`src/rtl/serial_addsub_param.sv`:
```
// serial_addsub_param: multi-bit-per-cycle serial adder/subtractor
// Successor to the 8-bit bit-serial adder; LSB-first, DIGIT bits per cycle.
//
// Purpose
//   Adds or subtracts two WIDTH-bit operands in WIDTH/DIGIT cycles, one
//   DIGIT-bit slice per cycle, with carry-in for multi-word chaining and
//   signed-overflow detection. Valid/ready handshake on both sides.
//
// Parameters
//   WIDTH      operand/result width (WIDTH % DIGIT == 0)
//   DIGIT      bits processed per RUN cycle (1..WIDTH)
//
// Ports
//   clk        clock, rising edge
//   rst        asynchronous active-high reset
//   in_valid   operands/mode/cin valid
//   in_ready   operands accepted this cycle (IDLE only)
//   a, b       operands
//   sub        0: a+b+cin, 1: a-b (cin ignored)
//   cin        carry-in for add mode
//   abort      synchronous abort back to IDLE, clears result
//   out_valid  result valid (DONE)
//   out_ready  downstream takes the result
//   sum        result, modulo 2^WIDTH
//   cout       carry-out; in sub mode 1 means no borrow
//   ovf        signed overflow

module serial_addsub_param #(
   parameter int WIDTH = 16,
   parameter int DIGIT = 2
) (
   input  logic             clk,
   input  logic             rst,
   input  logic             in_valid,
   output logic             in_ready,
   input  logic [WIDTH-1:0] a,
   input  logic [WIDTH-1:0] b,
   input  logic             sub,
   input  logic             cin,
   input  logic             abort,
   output logic             out_valid,
   input  logic             out_ready,
   output logic [WIDTH-1:0] sum,
   output logic             cout,
   output logic             ovf
);

   localparam int NSLICE = WIDTH / DIGIT;
   localparam int CNT_W  = $clog2(NSLICE) + 1;
   localparam logic [CNT_W-1:0] LAST = CNT_W'(NSLICE - 1);

   typedef enum logic [1:0] {
      IDLE = 2'd0,
      RUN  = 2'd1,
      DONE = 2'd2
   } state_t;

   state_t state, state_nx;

   logic [WIDTH-1:0] a_reg;
   logic [WIDTH-1:0] b_reg;
   logic             carry;
   logic [CNT_W-1:0] count;

   logic             accept;
   logic             last_slice;

   logic [DIGIT:0]   c;
   logic [DIGIT-1:0] s;
   logic [WIDTH-1:0] slice_ext;
   logic [WIDTH-1:0] sum_shift;

   assign accept     = (state == IDLE) && in_valid && !abort;
   assign last_slice = (state == RUN) && (count == LAST);

   // Ripple across the slice; c[DIGIT-1] is the carry into the slice MSB,
   // which on the final slice is the carry into bit WIDTH-1.
   always_comb begin
      c    = '0;
      s    = '0;
      c[0] = carry;
      for (int i = 0; i < DIGIT; i++) begin
         s[i]   = a_reg[i] ^ b_reg[i] ^ c[i];
         c[i+1] = (a_reg[i] & b_reg[i]) |
                  (c[i] & (a_reg[i] ^ b_reg[i]));
      end
   end

   // New slice enters from the MSB side so after NSLICE shifts the
   // first slice has reached bit 0.
   assign slice_ext = WIDTH'(s) << (WIDTH - DIGIT);
   assign sum_shift = (sum >> DIGIT) | slice_ext;

   // State register
   always_ff @(posedge clk or posedge rst) begin
      if (rst) begin
         state <= IDLE;
      end else begin
         state <= state_nx;
      end
   end

   // Next-state logic
   always_comb begin
      state_nx = state;
      unique case (state)
         IDLE: begin
            if (accept) begin
               state_nx = RUN;
            end
         end
         RUN: begin
            if (abort) begin
               state_nx = IDLE;
            end else if (last_slice) begin
               state_nx = DONE;
            end
         end
         DONE: begin
            if (abort || out_ready) begin
               state_nx = IDLE;
            end
         end
         default: state_nx = IDLE;
      endcase
   end

   // Output logic
   always_comb begin
      in_ready  = (state == IDLE);
      out_valid = (state == DONE);
   end

   // Datapath
   always_ff @(posedge clk or posedge rst) begin
      if (rst) begin
         a_reg <= '0;
         b_reg <= '0;
         carry <= 1'b0;
         count <= '0;
         sum   <= '0;
         cout  <= 1'b0;
         ovf   <= 1'b0;
      end else begin
         unique case (state)
            IDLE: begin
               if (accept) begin
                  a_reg <= a;
                  b_reg <= sub ? ~b : b;
                  carry <= sub ? 1'b1 : cin;
                  count <= '0;
               end
            end
            RUN: begin
               if (abort) begin
                  carry <= 1'b0;
                  count <= '0;
                  sum   <= '0;
                  cout  <= 1'b0;
                  ovf   <= 1'b0;
               end else begin
                  a_reg <= a_reg >> DIGIT;
                  b_reg <= b_reg >> DIGIT;
                  carry <= c[DIGIT];
                  count <= count + 1'b1;
                  sum   <= sum_shift;
                  if (last_slice) begin
                     cout <= c[DIGIT];
                     ovf  <= c[DIGIT] ^ c[DIGIT-1];
                  end
               end
            end
            DONE: begin
               if (abort) begin
                  sum  <= '0;
                  cout <= 1'b0;
                  ovf  <= 1'b0;
               end
            end
            default: begin
               count <= '0;
            end
         endcase
      end
   end

endmodule

```
`config.mk`:
```
export PLATFORM = sky130hd
export DESIGN_NAME = serial_addsub_param
export DESIGN_NICKNAME = d
export VERILOG_FILES = /design/src/rtl/serial_addsub_param.sv
export SDC_FILE = /design/constraint.sdc
export NUM_CORES = 1
export LEC_CHECK = 0
export CAP_MARGIN = 20
export CORE_ASPECT_RATIO = 1.75
export CORE_MARGIN = 5
export CORE_UTILIZATION = 30
export CTS_CLUSTER_DIAMETER = 50
export DETAILED_ROUTE_END_ITERATION = 10
export GPL_TIMING_DRIVEN = 0
export HOLD_SLACK_MARGIN = 0.15
export SYNTH_ARGS = -nofsm -noshare
export SYNTH_HDL_FRONTEND = slang
export SYNTH_SLANG_ARGS = --single-unit
```
`constraint.sdc`:
```
create_clock -name clk -period 1.95 [get_ports clk]
set_input_delay 0.195 -clock clk [delete_from_list [all_inputs] [get_ports clk]]
set_output_delay 0.195 -clock clk [all_outputs]
set_load 0.03 [all_outputs]
```
==> impl_results.md <==
- Final nets: 352
- Layout cells sized above 1: 12.1%
- Core Util, Final: 42.2%
- Register area share after synthesis: 51.7%
- Synth Instances: 241
- Unrepaired setup endpoints after global routing: no
- Post-CTS setup buffers: 0
- Synthesized area: 2760 um^2
- CTS HTree Levels: 3
- Final Setup Violations: 0
- Post-Synth XOR/XNOR Area: 6.03%
- Largest family of logic cells by synthesized area: compound AO/OA/AOI/OAI gates
- Peak supply drop: ~0.00046 V
- Final WL: 6600 um
- Tightest Pin Transition: 479 ps
- R2r startpoint: a_reg[0]
- Reg-to-Reg End: sum[15]
- Initial core utilization: 30.5%
- CP top delay family: buffers and inverters
- Leak: approximately 1.8 nW
- Hold Violations, Final: 0
- Simple logic cell fraction of the synthesized area: a little under a tenth
- HP Class: input pin to asynchronous set/reset pin
- HPWL after DPL: 5090 um
- GPL Wtd Cong: around 0.75
- CTS tree: built
- Die Area: 11300 um^2
- Period Utilization, post-route: 93.0%
- Outcome: finished, final reports clean
- Worst setup EP type: primary output
- Min Tclk post-route: 1810 ps
- Clock sink count: 57
- Maximum clock path buffer count: 2
- Slew HR: 68.0%
- Synth area leaders: dfrtp_1 52%, mux2i_1 10%, a22o_1 7.0%, nand3_1 6.0%, xor2_1 4.8%
- Post-Syn Area per Cell: 11.4 um^2
- Remaining antenna violation count: 0
- Row cnt: 46
- CP Launch Type: register
- Slew Limit Fails: 0
- Cell area power density: about 1100 nW/um^2
- Diode count: 0
- R2R cell count: 5
- Clk_lat worst skew: 320 ps
- CP max stage delay: 680 ps
- CTS Buf Count: 9
- DP Area: 3500 um^2
- Critical path required time: 1750 ps
- Largest area contributor in the netlist: dfrtp_1
- Post-synthesis mux area share: 10.6%
- Crit path cell chain: buf_6, nor2_1, clkdlybuf4s50_1
- Seq cells post-synth: 57
- Post-synth cell types: 31
- Core area: approximately 9000 um^2
- Vias/cell: 4.77
- Root Driver: clkbuf_16
- Max-cap violations: 0
- Setup CP Type: register to primary output
- Most common cell after layout, fill and taps aside: dfrtp_1
- Maximum number of pins on one net before global-route repair: 37
- GRT overflow: 0
- Synth Area in Compound Gates: 14.4%
- Critical path's slowest cell: clkdlybuf4s50_1
- CTS clk-pin slew, worst paths: 50 ps
- CP bufs+invs: 2
- First-iteration detailed-routing DRC count: 79
- Initial antenna violation count: 0
- # DRC: 0
- Worst endpoint data arrival time: between 1500 and 2000 ps
- Synth Area in Adders: 1.91%
- First-pass GRT wire length: 10800 um
- Post-synth top area share: roughly half
- Die W: 82.5 um
- Vias in the first global route: roughly 2200
- Die height: roughly 140 um
- P&R area growth vs syn: 38.4%
- CP max FO: 10
- DR vias: 2072
- Most frequent cells in the layout: 57 x dfrtp_1, 56 x clkdlybuf4s50_1, 33 x nand3_1
- Wire per inst: 15.2 um
- Setup Skew: between 6 and 7 ps
- PortBufs: between 50 and 60
- Total track usage: 12.7%
- Syn nets: 283
- Synth Warn #: 0
- Fmax: ~550 MHz
- # IOs: 59
- Reg-to-reg slack, setup: between 200 and 300 ps
- Post-route cell area: 3820 um^2
- Total iterations of the first detailed-routing run: 4
per-stage QoR:
step                hold WS (ps)  total power (W)  instances  TNS [ps]  worst slack [ps]
floorplan                    261          0.00212        241         0               345
global placement             483          0.00244        418    -38910              -685
detailed placement           480          0.00247        419     -39.3             -21.1
CTS                          223          0.00410        434         0              51.2
global route                 275          0.00424        434         0              45.9
finish                       212          0.00404        434         0               136
per-layer routing:
layer,part of all wire (%),global-route usage (%)
met1,37,13.7
met3,5.9,3.43
met4,2.3,5.36
met2,55,22.5
met5,0,0
cell type report:
cell class,count,area (um^2)
Inverter,7,26.3
Fill cell,895,5220
Clock inverter,2,35.0
Buffer,20,138
Multi-Input combinational cell,157,1170
Tap cell,120,150
Timing Repair Buffer,58,593
Clock buffer,13,280
Sequential cell,57,1430
worst max-delay path by stage:
stage | startpoint | endpoint | slack (ps) | depth (start not counted)
6_report | state[0] | in_ready | 140 | 3
3_5_place_dp | abort | a_reg[7] | -20 | 6
3_3_place_gp | rst | b_reg[9] | -690 | 2
4_1_cts | state[0] | out_valid | 50 | 3
2_1_floorplan | a_reg[0] | sum[15] | 350 | 5
5_1_grt | state[0] | in_ready | 50 | 3
where the power goes:
part / total, W / switching, W / internal, W
logic: 0.000886 / 0.000455 / 0.000431
registers: 0.00155 / 0.000140 / 0.00141
clock network: 0.00161 / 0.000490 / 0.00112
cells by family (layout without fill, tap and decap cells):
group / Yosys count / count (layout)
AO/OA/AOI/OAI: 59 / 59
AND/OR/NAND/NOR: 47 / 47
adder cells (fa/ha/maj): 3 / 3
buffers and inverters: 27 / 100
flip-flops: 57 / 57
XOR/XNOR: 19 / 19
multiplexers: 29 / 29
worst register-to-register path, stage by stage (launching register included):
cell	delay (ps)
dfrtp_1	330
inv_1	60
fa_1	450
inv_1	90
fa_1	440
a22o_1	220
cell usage after synthesis, drive strengths merged:
library cell   n
or4b           1
o22ai          1
clkbuf         4
or3b           1
and2b          1
nor2b          2
o2bb2ai        1
fa             2
o21ai         30
nand3         33
and2           1
nor2           5
inv            7
mux2           1
o211ai         1
ha             1
buf           16
a21oi          1
nand2b         1
xnor2          4
and3b          2
mux2i         28
a22o          22
a22oi          1
o31ai          2
dfrtp         57
xor2          15
what timing repair did:
item / in CTS / in global routing
resized for setup: 0 / 3
hold buffers: 0 / 0
setup endpoints to repair: 0 / 3
(Power assumes the default switching activity.)
